==> src/rtl/fft_stream_framer_if.sv <==
// Bundle of every handshake, bus and status signal of the FFT framer except clock and reset.
// slave = framer view, master = environment (source, core and sink) view.
interface fft_stream_framer_if #(
    parameter int DATA_W = 8,
    parameter int EXP_W  = 6
);
    logic              in_valid, in_ready;
    logic [DATA_W-1:0] in_real, in_imag;
    logic              cfg_inverse, flush;

    logic [DATA_W-1:0] core_sink_real, core_sink_imag;
    logic              core_sink_valid, core_sink_sop, core_sink_eop, core_inverse;
    logic [1:0]        core_sink_error;
    logic              core_sink_ready;

    logic [DATA_W-1:0] core_source_real, core_source_imag;
    logic              core_source_valid, core_source_sop, core_source_eop;
    logic [EXP_W-1:0]  core_source_exp;
    logic [1:0]        core_source_error;
    logic              core_source_ready;

    logic [DATA_W-1:0] out_real, out_imag;
    logic              out_valid, out_sop, out_eop, out_ready;
    logic [EXP_W-1:0]  out_exp;
    logic [15:0]       frames_in, frames_out;
    logic              err_sticky;

    modport slave (
        input  in_valid, in_real, in_imag, cfg_inverse, flush, core_sink_ready,
               core_source_real, core_source_imag, core_source_valid, core_source_sop,
               core_source_eop, core_source_exp, core_source_error, out_ready,
        output in_ready, core_sink_real, core_sink_imag, core_sink_valid, core_sink_sop,
               core_sink_eop, core_inverse, core_sink_error, core_source_ready,
               out_real, out_imag, out_valid, out_sop, out_eop, out_exp,
               frames_in, frames_out, err_sticky
    );

    modport master (
        output in_valid, in_real, in_imag, cfg_inverse, flush, core_sink_ready,
               core_source_real, core_source_imag, core_source_valid, core_source_sop,
               core_source_eop, core_source_exp, core_source_error, out_ready,
        input  in_ready, core_sink_real, core_sink_imag, core_sink_valid, core_sink_sop,
               core_sink_eop, core_inverse, core_sink_error, core_source_ready,
               out_real, out_imag, out_valid, out_sop, out_eop, out_exp,
               frames_in, frames_out, err_sticky
    );
endinterface

==> src/rtl/fft_stream_framer.sv <==
// Streaming FFT framer: input FIFO, N-point framing with flush zero-padding toward the core,
// and pass-through of core results with exponent hold, framing check and frame counters.
module fft_stream_framer #(
    parameter int DATA_W    = 8,
    parameter int LEN_LOG2  = 10,
    parameter int FIFO_LOG2 = 4,
    parameter int EXP_W     = 6
) (
    input logic clk,
    input logic reset,
    fft_stream_framer_if.slave bus
);
    localparam int N  = 1 << LEN_LOG2;
    localparam int D  = 1 << FIFO_LOG2;
    localparam int IW = (LEN_LOG2 > 0) ? LEN_LOG2 : 1;
    localparam int AW = (FIFO_LOG2 > 0) ? FIFO_LOG2 : 1;
    localparam int CW = FIFO_LOG2 + 1;

    typedef struct packed {
        logic [DATA_W-1:0] re;
        logic [DATA_W-1:0] im;
    } sample_t;

    typedef enum logic [1:0] {IDLE, STREAM, PAD} state_t;

    sample_t          mem [D];
    logic [AW-1:0]    wr_ptr, rd_ptr;
    logic [CW-1:0]    count;
    state_t           state;
    logic [IW-1:0]    idx, out_idx;
    logic             inverse_q;
    logic [15:0]      frames_in_q, frames_out_q;
    logic [EXP_W-1:0] out_exp_q;
    logic             err_q;

    logic    in_ready, push, pop, sink_valid, sink_eop, xfer, acc, frame_err;
    sample_t head;

    // ---------------- sink side ----------------
    assign in_ready   = (count < CW'(D)) && (state != PAD);
    assign push       = bus.in_valid && in_ready && !bus.flush;
    assign sink_valid = (state == PAD) || (count != '0);
    assign sink_eop   = (idx == IW'(N - 1));
    assign xfer       = sink_valid && bus.core_sink_ready;
    assign pop        = xfer && (state != PAD);
    assign head       = (state == PAD) ? '0 : mem[rd_ptr];

    function automatic logic [AW-1:0] ptr_inc(input logic [AW-1:0] p);
        return (p == AW'(D - 1)) ? '0 : p + 1'b1;
    endfunction

    always_ff @(posedge clk) begin
        if (push) mem[wr_ptr] <= '{re: bus.in_real, im: bus.in_imag};
    end

    // Flush wins over push/pop; a flush in PAD finds the FIFO already empty.
    always_ff @(posedge clk or posedge reset) begin
        if (reset) begin
            wr_ptr <= '0;
            rd_ptr <= '0;
            count  <= '0;
        end else if (bus.flush) begin
            wr_ptr <= '0;
            rd_ptr <= '0;
            count  <= '0;
        end else begin
            if (push) wr_ptr <= ptr_inc(wr_ptr);
            if (pop)  rd_ptr <= ptr_inc(rd_ptr);
            count <= count + CW'(push) - CW'(pop);
        end
    end

    // A flush that lands while a frame is open (including on its SOP beat) pads it out.
    always_ff @(posedge clk or posedge reset) begin
        if (reset) begin
            state       <= IDLE;
            idx         <= '0;
            inverse_q   <= 1'b0;
            frames_in_q <= '0;
        end else if (xfer) begin
            if (state == IDLE) inverse_q <= bus.cfg_inverse;
            if (sink_eop) begin
                idx         <= '0;
                frames_in_q <= frames_in_q + 16'd1;
                state       <= IDLE;
            end else begin
                idx   <= idx + 1'b1;
                state <= (bus.flush || state == PAD) ? PAD : STREAM;
            end
        end else if (bus.flush && state == STREAM) begin
            state <= PAD;
        end
    end

    assign bus.in_ready        = in_ready;
    assign bus.core_sink_valid = sink_valid;
    assign bus.core_sink_sop   = (state == IDLE);
    assign bus.core_sink_eop   = sink_eop;
    assign bus.core_sink_real  = head.re;
    assign bus.core_sink_imag  = head.im;
    assign bus.core_inverse    = inverse_q;
    assign bus.core_sink_error = 2'b00;

    // ---------------- source side ----------------
    assign acc = bus.core_source_valid && bus.out_ready;
    assign frame_err = acc && ((bus.core_source_sop && out_idx != '0) ||
                               (!bus.core_source_sop && out_idx == '0) ||
                               (bus.core_source_eop && out_idx != IW'(N - 1)));

    // An unexpected SOP resynchronises the beat index to the new frame.
    always_ff @(posedge clk or posedge reset) begin
        if (reset) begin
            out_idx      <= '0;
            out_exp_q    <= '0;
            frames_out_q <= '0;
            err_q        <= 1'b0;
        end else begin
            if (acc) begin
                if (bus.core_source_sop) out_exp_q <= bus.core_source_exp;
                if (bus.core_source_eop) begin
                    out_idx      <= '0;
                    frames_out_q <= frames_out_q + 16'd1;
                end else if (bus.core_source_sop) begin
                    out_idx <= IW'(1);
                end else begin
                    out_idx <= out_idx + 1'b1;
                end
            end
            if (frame_err || (bus.core_source_valid && bus.core_source_error != 2'b00))
                err_q <= 1'b1;
        end
    end

    assign bus.out_real          = bus.core_source_real;
    assign bus.out_imag          = bus.core_source_imag;
    assign bus.out_valid         = bus.core_source_valid;
    assign bus.out_sop           = bus.core_source_sop;
    assign bus.out_eop           = bus.core_source_eop;
    assign bus.core_source_ready = bus.out_ready;
    assign bus.out_exp           = out_exp_q;
    assign bus.frames_in         = frames_in_q;
    assign bus.frames_out        = frames_out_q;
    assign bus.err_sticky        = err_q;
endmodule

==> src/flat_wrapper.sv <==
// flat-port wrapper written by rule: the top's interface ports become plain ports
module fft_stream_framer_flat 
#(
    parameter int DATA_W    = 8,
    parameter int LEN_LOG2  = 10,
    parameter int FIFO_LOG2 = 4,
    parameter int EXP_W     = 6
)
  (clk, reset, bus_in_valid, bus_in_real, bus_in_imag, bus_cfg_inverse, bus_flush, bus_core_sink_ready, bus_core_source_real, bus_core_source_imag, bus_core_source_valid, bus_core_source_sop, bus_core_source_eop, bus_core_source_exp, bus_core_source_error, bus_out_ready, bus_in_ready, bus_core_sink_real, bus_core_sink_imag, bus_core_sink_valid, bus_core_sink_sop, bus_core_sink_eop, bus_core_inverse, bus_core_sink_error, bus_core_source_ready, bus_out_real, bus_out_imag, bus_out_valid, bus_out_sop, bus_out_eop, bus_out_exp, bus_frames_in, bus_frames_out, bus_err_sticky);
  fft_stream_framer_if #(.DATA_W(DATA_W), .EXP_W(EXP_W)) bus_i ();
  input logic clk;
  input logic reset;
  input wire logic [$bits(bus_i.in_valid)-1:0] bus_in_valid;
  input wire logic [$bits(bus_i.in_real)-1:0] bus_in_real;
  input wire logic [$bits(bus_i.in_imag)-1:0] bus_in_imag;
  input wire logic [$bits(bus_i.cfg_inverse)-1:0] bus_cfg_inverse;
  input wire logic [$bits(bus_i.flush)-1:0] bus_flush;
  input wire logic [$bits(bus_i.core_sink_ready)-1:0] bus_core_sink_ready;
  input wire logic [$bits(bus_i.core_source_real)-1:0] bus_core_source_real;
  input wire logic [$bits(bus_i.core_source_imag)-1:0] bus_core_source_imag;
  input wire logic [$bits(bus_i.core_source_valid)-1:0] bus_core_source_valid;
  input wire logic [$bits(bus_i.core_source_sop)-1:0] bus_core_source_sop;
  input wire logic [$bits(bus_i.core_source_eop)-1:0] bus_core_source_eop;
  input wire logic [$bits(bus_i.core_source_exp)-1:0] bus_core_source_exp;
  input wire logic [$bits(bus_i.core_source_error)-1:0] bus_core_source_error;
  input wire logic [$bits(bus_i.out_ready)-1:0] bus_out_ready;
  output wire logic [$bits(bus_i.in_ready)-1:0] bus_in_ready;
  output wire logic [$bits(bus_i.core_sink_real)-1:0] bus_core_sink_real;
  output wire logic [$bits(bus_i.core_sink_imag)-1:0] bus_core_sink_imag;
  output wire logic [$bits(bus_i.core_sink_valid)-1:0] bus_core_sink_valid;
  output wire logic [$bits(bus_i.core_sink_sop)-1:0] bus_core_sink_sop;
  output wire logic [$bits(bus_i.core_sink_eop)-1:0] bus_core_sink_eop;
  output wire logic [$bits(bus_i.core_inverse)-1:0] bus_core_inverse;
  output wire logic [$bits(bus_i.core_sink_error)-1:0] bus_core_sink_error;
  output wire logic [$bits(bus_i.core_source_ready)-1:0] bus_core_source_ready;
  output wire logic [$bits(bus_i.out_real)-1:0] bus_out_real;
  output wire logic [$bits(bus_i.out_imag)-1:0] bus_out_imag;
  output wire logic [$bits(bus_i.out_valid)-1:0] bus_out_valid;
  output wire logic [$bits(bus_i.out_sop)-1:0] bus_out_sop;
  output wire logic [$bits(bus_i.out_eop)-1:0] bus_out_eop;
  output wire logic [$bits(bus_i.out_exp)-1:0] bus_out_exp;
  output wire logic [$bits(bus_i.frames_in)-1:0] bus_frames_in;
  output wire logic [$bits(bus_i.frames_out)-1:0] bus_frames_out;
  output wire logic [$bits(bus_i.err_sticky)-1:0] bus_err_sticky;
  assign bus_i.in_valid = bus_in_valid;
  assign bus_i.in_real = bus_in_real;
  assign bus_i.in_imag = bus_in_imag;
  assign bus_i.cfg_inverse = bus_cfg_inverse;
  assign bus_i.flush = bus_flush;
  assign bus_i.core_sink_ready = bus_core_sink_ready;
  assign bus_i.core_source_real = bus_core_source_real;
  assign bus_i.core_source_imag = bus_core_source_imag;
  assign bus_i.core_source_valid = bus_core_source_valid;
  assign bus_i.core_source_sop = bus_core_source_sop;
  assign bus_i.core_source_eop = bus_core_source_eop;
  assign bus_i.core_source_exp = bus_core_source_exp;
  assign bus_i.core_source_error = bus_core_source_error;
  assign bus_i.out_ready = bus_out_ready;
  assign bus_in_ready = bus_i.in_ready;
  assign bus_core_sink_real = bus_i.core_sink_real;
  assign bus_core_sink_imag = bus_i.core_sink_imag;
  assign bus_core_sink_valid = bus_i.core_sink_valid;
  assign bus_core_sink_sop = bus_i.core_sink_sop;
  assign bus_core_sink_eop = bus_i.core_sink_eop;
  assign bus_core_inverse = bus_i.core_inverse;
  assign bus_core_sink_error = bus_i.core_sink_error;
  assign bus_core_source_ready = bus_i.core_source_ready;
  assign bus_out_real = bus_i.out_real;
  assign bus_out_imag = bus_i.out_imag;
  assign bus_out_valid = bus_i.out_valid;
  assign bus_out_sop = bus_i.out_sop;
  assign bus_out_eop = bus_i.out_eop;
  assign bus_out_exp = bus_i.out_exp;
  assign bus_frames_in = bus_i.frames_in;
  assign bus_frames_out = bus_i.frames_out;
  assign bus_err_sticky = bus_i.err_sticky;
  fft_stream_framer #(.DATA_W(DATA_W), .LEN_LOG2(LEN_LOG2), .FIFO_LOG2(FIFO_LOG2), .EXP_W(EXP_W)) u_core (.clk(clk), .reset(reset), .bus(bus_i));
endmodule
==> config.mk <==
export PLATFORM = sky130hd
export DESIGN_NAME = fft_stream_framer_flat
export DESIGN_NICKNAME = d
export VERILOG_FILES = /design/src/rtl/fft_stream_framer_if.sv /design/src/rtl/fft_stream_framer.sv /design/src/flat_wrapper.sv
export SDC_FILE = /design/constraint.sdc
export NUM_CORES = 1
export LEC_CHECK = 0
export ABC_CLOCK_PERIOD_IN_PS = 4300
export CAP_MARGIN = 20
export CORE_MARGIN = 2
export CORE_UTILIZATION = 45
export CTS_BUF_LIST = sky130_fd_sc_hd__clkbuf_8
export CTS_CLUSTER_DIAMETER = 100
export CTS_CLUSTER_SIZE = 40
export DETAILED_ROUTE_END_ITERATION = 12
export PLACE_DENSITY = 0.71
export SLEW_MARGIN = 20
export SYNTH_ARGS = -nofsm -noshare
export SYNTH_HDL_FRONTEND = slang
export SYNTH_SLANG_ARGS = --single-unit
export TNS_END_PERCENT = 5
==> constraint.sdc <==
create_clock -name clk -period 4.3 [get_ports clk]
set_input_delay 0.86 -clock clk [delete_from_list [all_inputs] [get_ports clk]]
set_output_delay 0.86 -clock clk [all_outputs]
set_load 0.02 [all_outputs]
==> results.json, run 1 <==
{
  "hold_start": "u_core.bus.frames_out[15]",
  "critical_path.max_fanout": 40,
  "yosysTopAreaCellShare": 0.550,
  "cts_tree": "built",
  "cp.arrival_ns": 3.24,
  "ios": 132,
  "final_hold_viol_count": 0,
  "drv_cap": 0,
  "grt_start_max_net_pins": 43,
  "yosysTopAreaCell": "edfxtp_1",
  "start_util": 0.457,
  "regToRegEndpoint": "u_core.count[4]",
  "min_period_over_period": 0.954,
  "syn_inst": 872,
  "clk_pin_slew_worst_paths_ns": 0.19,
  "reg2reg_from": "u_core.count[3]",
  "syn_to_final_growth_pct": 12.2,
  "final_cell_mix": "edfxtp_1, clkdlybuf4s50_1, dfrtp_1",
  "fp.coreArea_um2": 30600,
  "cp_top_family": "buffers and inverters",
  "start_kind": "flip-flop",
  "drc": 0,
  "crit_buf_inv": 2,
  "cts_setup_buffers": 0,
  "slowest_delay_ns": 0.89,
  "utilization": 0.513,
  "worstMarginPinSlew_ns": 0.989,
  "num_vias": 7790,
  "num_rows": 64,
  "crit_slowest_cell": "dfrtp_4",
  "max_slew_margin": 0.341,
  "min_path_type": "reg2reg",
  "drive_gt1_frac": 0.129,
  "stdcell_area_um2": 15700,
  "grt_pass1_vias": 7729,
  "synthArstFlopShare": 0.227,
  "rrSetupSlack_ns": 0.79,
  "final_common_cell": "edfxtp_1",
  "ctsResizeCount": 0,
  "dp_hpwl_mm": 17.4,
  "antenna_found_initial": 2,
  "p_total_mw": 5.12,
  "nNetsFinal": 1025,
  "path_class": "reg2out",
  "grt_pass1_wl_mm": 43.8,
  "chipHeight_um": 180,
  "gr-total-overflow": 0,
  "worst-r2r-cell-count": 14,
  "die_w_um": 180,
  "grt_setup_unrepaired": "false",
  "ys_types": 61,
  "setup_viol": 0,
  "period_needed_ns": 4.10,
  "postRouteAntennaNets": 0,
  "skew_ns": 0.0368,
  "maxClockFrequency_mhz": 244,
  "drt_iter0_markers": 687,
  "required_ns": 3.44,
  "syn_area_um2": 14000,
  "syn_avg_cell_area_um2": 16.0,
  "cts_hold_buf": 0,
  "fin_tns_setup_ns": 0,
  "synthTopCellsByArea": "edfxtp_1, dfrtp_1, mux4_2",
  "grt_usage": 0.170,
  "stdcell_count": 1359,
  "whs_endpoint": "u_core.bus.frames_out[15]",
  "wire_per_inst_um": 20.8,
  "dp.cells": 1339,
  "clkSinkCount": 331,
  "numCtsBuffers": 13,
  "placed_cell_area_um2": 15400,
  "firstDrtPassIters": 5,
  "ys.flop_type": "edfxtp_1",
  "power_density_nw_per_um2": 326,
  "yosysWarnings": 0,
  "status": "completed",
  "synth-seq-cells": 331,
  "vias_per_cell": 5.73,
  "die-area_um2": 32500,
  "seq_area_frac_synth": 0.684,
  "clock_insertion_delay_worst_skew_ns": 0.57,
  "port_buffers": 97,
  "drv_slew": 0,
  "totalWireLength_mm": 28.3,
  "h-tree-depth": 1,
  "leakage_nw": 5.34,
  "hold_depth": 1,
  "routabilityCongestion": 0.816,
  "synth_edf_count": 256,
  "end_kind": "output port",
  "ir_drop_v": 0.000274,
  "crit_chain": "buf_12 > mux2_2 > nand2_1 > a32o_1 > o32ai_1 > clkdlybuf4s50_1",
  "root_buffer": "clkbuf_8",
  "cts_buffer_depth": 3
}
through the flow:
step,setup slack (ns),hold slack [ns]
final,0.197,0.491
after detailed placement,0.804,0.464
after floorplan,1.33,0.439
after global routing,0.0284,0.513
after global placement,0.844,0.458
after CTS,0.156,0.493
worst reg2reg max path: cells and delay by family, from the launching register on:
family,cells,cell delay [ns]
AO/OA/AOI/OAI,2,0.91
adder cells (fa/ha/maj),4,0.98
buffers and inverters,3,0.20
flip-flops,1,0.43
AND/OR/NAND/NOR,5,0.94
power by group:
part	total (mW)	switching, mW	internal (mW)
combinational	0.298	0.161	0.137
sequential	3.56	0.0595	3.50
clock	1.26	0.933	0.326
worst max path at each step:
stage | cells after the start | startpoint | endpoint
floorplan | 15 | u_core.count[3] | u_core.count[4]
global placement | 5 | u_core.rd_ptr[0] | bus_core_sink_imag[2]
detailed placement | 5 | u_core.rd_ptr[0] | bus_core_sink_imag[6]
CTS | 5 | u_core.rd_ptr[0] | bus_core_sink_imag[6]
global route | 6 | u_core.rd_ptr[0] | bus_core_sink_real[0]
finish | 6 | u_core.rd_ptr[0] | bus_core_sink_real[0]
state kept, by name, summed over array words and instances, names as in the netlist:
| name | flops |
|---|---|
| u_core.bus.core_inverse | 1 |
| u_core.bus.err_sticky | 1 |
| u_core.bus.frames_in | 16 |
| u_core.bus.frames_out | 16 |
| u_core.bus.out_exp | 6 |
| u_core.count | 5 |
| u_core.idx | 10 |
| u_core.mem | 256 |
| u_core.out_idx | 10 |
| u_core.rd_ptr | 4 |
| u_core.state | 2 |
| u_core.wr_ptr | 4 |
final cells by class:
| class | count | area (µm²) |
|---|---|---|
| diodes | 2 | 5.00 |
| clock buffers | 13 | 179 |
| fillers | 2511 | 14900 |
| multi-input cells | 464 | 4020 |
| repair buffers | 131 | 1260 |
| flip-flops and latches | 331 | 9570 |
| well taps | 396 | 495 |
| clock inverters | 5 | 88.8 |
| inverters | 17 | 63.8 |
cells in the mapped netlist, drive strengths merged, types with 7 or more instances:
cell type	instances
mux2i	42
nand4	12
o22ai	7
and2	18
buf	43
a21oi	26
mux2	18
xnor2	21
dfrtp	75
a211oi	9
nor2	22
nor4	7
ha	16
nor2b	14
inv	15
nor3	14
xor2	19
o21a	9
clkbuf	18
a32o	8
o21ai	16
o32ai	8
nand2	44
and3	8
nand3	25
edfxtp	256
mux4	46
routing by layer:
layer	GRT usage	vias up	wire length, µm
met3	0.0279	25	1790
li1	-	3500	-
met4	0.0274	2	421
met5	0	-	13
met2	0.280	250	13400
met1	0.245	4013	12600
cells by family (layout without fill, tap and decap cells):
logic type / Yosys count / count (layout) / share of synthesized area
buf+inv: 78 / 166 / 0.0290
simple gates: 194 / 194 / 0.0753
flops: 331 / 331 / 0.684
other cells: 1 / 4 / 0.000268
compound gates: 105 / 105 / 0.0521
mux: 106 / 106 / 0.119
fa+ha+maj: 17 / 17 / 0.0157
xor+xnor: 40 / 40 / 0.0251
No activity file was read; power rests on OpenSTA's default activity.
==> run 2, diff against run 1 <==
--- a/config.mk
+++ b/config.mk
@@ -13,7 +13,7 @@
 export CTS_CLUSTER_DIAMETER = 100
 export CTS_CLUSTER_SIZE = 40
 export DETAILED_ROUTE_END_ITERATION = 12
-export PLACE_DENSITY = 0.71
+export PLACE_DENSITY = 0.65
 export SLEW_MARGIN = 20
 export SYNTH_ARGS = -nofsm -noshare
 export SYNTH_HDL_FRONTEND = slang
==> run 2 against run 1 <==
Net effect:
- global-route usage up 0.82 points
- final cell count up 0.29%
- count of clock-buffer cells in the layout unchanged
- non-clock buffer count up 3
- sequential power about the same
- sequential share of layout area down 0.063 points
- core utilization up 0.053 points
- critical path depth unchanged
- critical endpoint is now bus_core_sink_real[2]
- via count down 0.56%
==> results.json, run 2 (synthesis results as in run 1) <==
{
  "status": "completed",
  "clk_pin_slew_worst_paths_ns": 0.19,
  "cp.arrival_ns": 3.12,
  "firstDrtPassIters": 4,
  "vias_per_cell": 5.68,
  "p_total_mw": 5.14,
  "cts_tree": "built",
  "period_needed_ns": 3.98,
  "wire_per_inst_um": 21.7,
  "drv_slew": 0,
  "dp.cells": 1341,
  "critical_path.max_fanout": 25,
  "grt_pass1_vias": 7680,
  "fp.coreArea_um2": 30600,
  "grt_usage": 0.178,
  "grt_setup_unrepaired": "false",
  "ir_drop_v": 0.000321,
  "routed.top_layer": "met5",
  "drive_gt1_frac": 0.131,
  "reg2reg_from": "u_core.count[3]",
  "required_ns": 3.44,
  "wl_met1_mm": 13.5,
  "end_kind": "output port",
  "antenna_found_initial": 1,
  "grt_pass1_wl_mm": 45.3,
  "final_common_cell": "edfxtp_1",
  "largest_reg_flops": 256,
  "dr_wl_met3_mm": 1.53,
  "fillCellCount": 2545,
  "min_path_type": "reg2reg",
  "routabilityCongestion": 0.794,
  "syn_to_final_growth_pct": 12.3,
  "crit_chain": "buf_4 > mux2_2 > nand2_1 > a32o_1 > o32ai_1 > clkdlybuf4s50_1",
  "path_class": "reg2out",
  "root_buffer": "clkbuf_8",
  "leakage_nw": 5.37,
  "die_w_um": 180,
  "die-area_um2": 32500,
  "h-tree-depth": 1,
  "postRouteAntennaNets": 0,
  "antenna_cells": 0,
  "drc": 0,
  "drv_cap": 0,
  "maxClockFrequency_mhz": 251,
  "cp_top_family": "buffers and inverters",
  "totalWireLength_mm": 29.6,
  "grt_start_max_net_pins": 47,
  "min_period_over_period": 0.925,
  "drt_iter0_markers": 677,
  "chipHeight_um": 180,
  "final_hold_viol_count": 0,
  "crit_buf_inv": 2,
  "stdcell_count": 1363,
  "gr-total-overflow": 0,
  "start_kind": "flip-flop",
  "worstMarginPinSlew_ns": 1.03,
  "max_slew_margin": 0.312,
  "slowest_delay_ns": 0.71,
  "clkSinkCount": 331,
  "start_util": 0.457,
  "hold_start": "u_core.idx[8]",
  "regMostFlops": "u_core.mem",
  "crit_slowest_cell": "dfrtp_4",
  "numCtsBuffers": 13,
  "port_buffers": 97,
  "ios": 132,
  "nNetsFinal": 1028,
  "cts_hold_buf": 0,
  "wl_met2_mm": 14.2,
  "num_vias": 7746,
  "setup_viol": 0,
  "dp_hpwl_mm": 18.3,
  "cp-startpoint": "u_core.rd_ptr[0]",
  "num_rows": 64,
  "cts_buffer_depth": 3,
  "skew_ns": 0.0525,
  "fin_tns_setup_ns": 0,
  "power_density_nw_per_um2": 327,
  "final_cell_mix": "edfxtp_1, clkdlybuf4s50_1, dfrtp_1",
  "clock_insertion_delay_worst_skew_ns": 0.58
}
[run 2: cell types whose count changed in the layout (fill, tap and decap cells not counted), sizes merged]
cell | before | now
buf | 34 | 37
diode | 2 | 0
inv | 17 | 19
clkinvlp | 0 | 1
[run 2: layout make-up]
cell class,instances,area [µm²],share of cell area
sequential,331,9570,0.609
multi-input combinational,464,4020,0.256
timing repair buffer,134,1270,0.0811
tap,396,495,0.0316
clock buffer,13,179,0.0114
clock inverter,8,98.8,0.00630
inverter,17,65.1,0.00414
[run 2: power breakdown]
| part | total (mW) | switching [mW] | internal [mW] |
|---|---|---|---|
| logic | 0.301 | 0.164 | 0.137 |
| registers | 3.56 | 0.0600 | 3.50 |
| clock network | 1.28 | 0.950 | 0.327 |
| total | 5.14 | 1.17 | 3.97 |
[run 2: worst register-to-register path: stages (launching register included)]
cell      delay, ns
dfrtp_1        0.43
inv_1          0.08
ha_1           0.15
or3b_1         0.44
o31ai_4        0.85
nor2_1         0.10
ha_1           0.31
inv_1          0.06
ha_1           0.16
inv_1          0.05
fa_1           0.37
nor2b_1        0.19
o21bai_1       0.11
nand3_1        0.08
nor3b_1        0.17
[run 2: final timing paths]
check | to | slack, ns | cells after the start
max reg2reg | u_core.count[4] | 0.72 | 14
min | u_core.idx[8] | 0.48 | 1
max in group asynchronous | u_core.bus.frames_out[0] | 2.94 | 3
min in group asynchronous | u_core.bus.err_sticky | 0.59 | 2
max | bus_core_sink_real[2] | 0.32 | 6
min reg2reg | u_core.idx[8] | 0.48 | 1
[run 2: through the flow]
| stage | setup WS, ns | hold slack (ns) | area [µm²] | util |
|---|---|---|---|---|
| final | 0.323 | 0.484 | 15700 | 0.513 |
| after global routing | 0.155 | 0.512 | 15700 | 0.513 |
| after CTS | 0.0258 | 0.487 | 15700 | 0.513 |
| after detailed placement | 0.704 | 0.462 | 15400 | 0.504 |
| after global placement | 0.735 | 0.461 | 15400 | 0.504 |
| after floorplan | 1.33 | 0.439 | 14000 | - |
[run 2: what timing repair did]
action	CTS	global route
endpoints found under the setup margin	0	8
resized for setup	0	0
buffers inserted	0	1
[run 2: metal layers]
| metal | GRT usage | vias up |
|---|---|---|
| li1 | - | 3510 |
| met3 | 0.0315 | 29 |
| met5 | 0 | - |
| met4 | 0.0326 | 2 |
| met1 | 0.256 | 3993 |
| met2 | 0.291 | 212 |
==> run 3, diff against run 2 <==
--- a/config.mk
+++ b/config.mk
@@ -6,7 +6,7 @@
 export NUM_CORES = 1
 export LEC_CHECK = 0
 export ABC_CLOCK_PERIOD_IN_PS = 4300
-export CAP_MARGIN = 20
+export CAP_MARGIN = 30
 export CORE_MARGIN = 2
 export CORE_UTILIZATION = 45
 export CTS_BUF_LIST = sky130_fd_sc_hd__clkbuf_8
==> run 3 against run 2 <==
Net effect:
- clock skew grew 0.0014 ns
- fmax shrank 0.29%
- critical path depth unchanged
- design area about the same
- clock power barely moved
- global-route usage is the same
- non-clock buffer count rose by 1
- die area unchanged
- count of clock-buffer cells in the layout unchanged
- final cell count about the same
- first-iteration DRC count is 0.59% higher
- sequential share of layout area about the same
- largest power group unchanged
==> results.json, run 3 (synthesis results as in run 1) <==
{
  "gr-total-overflow": 0,
  "drt_iter0_markers": 681,
  "chipHeight_um": 180,
  "final_hold_viol_count": 0,
  "fin_tns_setup_ns": 0,
  "postRouteAntennaNets": 0,
  "wire_per_inst_um": 21.7,
  "power_density_nw_per_um2": 327,
  "num_vias": 7785,
  "hold_depth": 1,
  "syn_to_final_growth_pct": 12.3,
  "port_buffers": 97,
  "hold_start": "u_core.idx[8]",
  "period_needed_ns": 3.99,
  "skew_ns": 0.0539,
  "grt_usage": 0.178,
  "maxClockFrequency_mhz": 251,
  "dp_hpwl_mm": 18.3,
  "path_class": "reg2out",
  "antenna_found_initial": 1,
  "cts_tree": "built",
  "status": "completed",
  "whs_ns": 0.484,
  "final_cell_mix": "edfxtp_1, clkdlybuf4s50_1, dfrtp_1",
  "regToRegEndpoint": "u_core.count[4]",
  "end_kind": "output port",
  "reg2reg_from": "u_core.count[3]",
  "critical_path.max_fanout": 25,
  "largest_reg_flops": 256,
  "vias_per_cell": 5.71,
  "worstMarginPinSlew_ns": 0.807,
  "max_slew_margin": 0.462,
  "worst-r2r-cell-count": 14,
  "min_period_over_period": 0.927,
  "totalWireLength_mm": 29.5,
  "cp.arrival_ns": 3.13,
  "die-area_um2": 32500,
  "drc": 0,
  "clk_pin_slew_worst_paths_ns": 0.19,
  "drv_slew": 0,
  "num_rows": 64,
  "start_kind": "flip-flop",
  "final_common_cell": "edfxtp_1",
  "grt_pass1_vias": 7680,
  "ios": 132,
  "routabilityCongestion": 0.794,
  "leakage_nw": 5.37,
  "rrSetupSlack_ns": 1.25,
  "drv_cap": 0,
  "die_w_um": 180,
  "numCtsBuffers": 13,
  "whs_endpoint": "u_core.idx[8]",
  "grt_setup_unrepaired": "false",
  "clock_insertion_delay_worst_skew_ns": 0.58,
  "grt_pass1_wl_mm": 45.3,
  "fp.coreArea_um2": 30600,
  "h-tree-depth": 1,
  "cts_buffer_depth": 3,
  "ir_drop_v": 0.000321,
  "firstDrtPassIters": 5,
  "regMostFlops": "u_core.mem",
  "setup_viol": 0,
  "start_util": 0.457,
  "ctsResizeCount": 0,
  "antenna_cells": 0,
  "grt_start_max_net_pins": 47,
  "root_buffer": "clkbuf_8",
  "drive_gt1_frac": 0.132,
  "min_path_type": "reg2reg",
  "clkSinkCount": 331,
  "nNetsFinal": 1029,
  "required_ns": 3.44
}
run 3: cell types whose count changed in the layout (fill, tap and decap cells not counted), sizes merged:
cell,change
buf,+1
run 3: per-layer routing:
| layer | vias to the layer above | GRT usage | wire, µm |
|---|---|---|---|
| li1 | 3513 | - | - |
| met1 | 4036 | 0.256 | 13300 |
| met2 | 208 | 0.291 | 14300 |
| met3 | 26 | 0.0315 | 1570 |
| met4 | 2 | 0.0326 | 379 |
| met5 | - | 0 | 13 |
run 3: repair_timing:
item,CTS,global route
buffers inserted,0,1
hold buffers,0,0
endpoints found under the setup margin,0,8
run 3: how the worst max path moves through the flow:
stage | from | to | slack [ns]
3_5_place_dp | u_core.rd_ptr[0] | bus_core_sink_real[6] | 0.70
3_3_place_gp | u_core.rd_ptr[0] | bus_core_sink_real[2] | 0.74
4_1_cts | u_core.rd_ptr[0] | bus_core_sink_real[6] | 0.03
6_report | u_core.rd_ptr[0] | bus_core_sink_real[2] | 0.31
2_1_floorplan | u_core.count[3] | u_core.count[4] | 1.33
5_1_grt | u_core.rd_ptr[0] | bus_core_sink_real[6] | 0.16
run 3: critical path, cell delays in order, from the launching register on:
cell and delay [ns]:
dfrtp_4 0.71, buf_4 0.41, mux2_2 0.23, nand2_1 0.06, a32o_1 0.26, o32ai_1 0.22
clkdlybuf4s50_1 0.65
run 3: layout make-up:
type                    count  area (µm²)
clock buffers              13         179
multi-input cells         464        4020
fillers                  2544       14900
flip-flops and latches    331        9570
repair buffers            135        1280
well taps                 396         495
inverters                  17        65.1
clock inverters             8        98.8
run 3: report_power, final:
group          switching [mW]  internal, mW  total (mW)  leakage (nW)
clock network           0.947         0.327        1.27         0.145
logic                   0.163         0.138       0.301          1.93
registers              0.0597          3.50        3.56          3.30
total                    1.17          3.97        5.14          5.37
run 3: per-stage QoR:
step	cell area (µm²)	cells	utilization	power, mW	setup WS [ns]
after floorplan	14000	873	-	3.79	1.33
after global placement	15400	1341	0.504	3.93	0.735
after detailed placement	15400	1341	0.504	3.93	0.704
after CTS	15700	1362	0.513	5.19	0.0258
after global routing	15700	1364	0.514	5.33	0.155
final	15700	1364	0.514	5.14	0.312
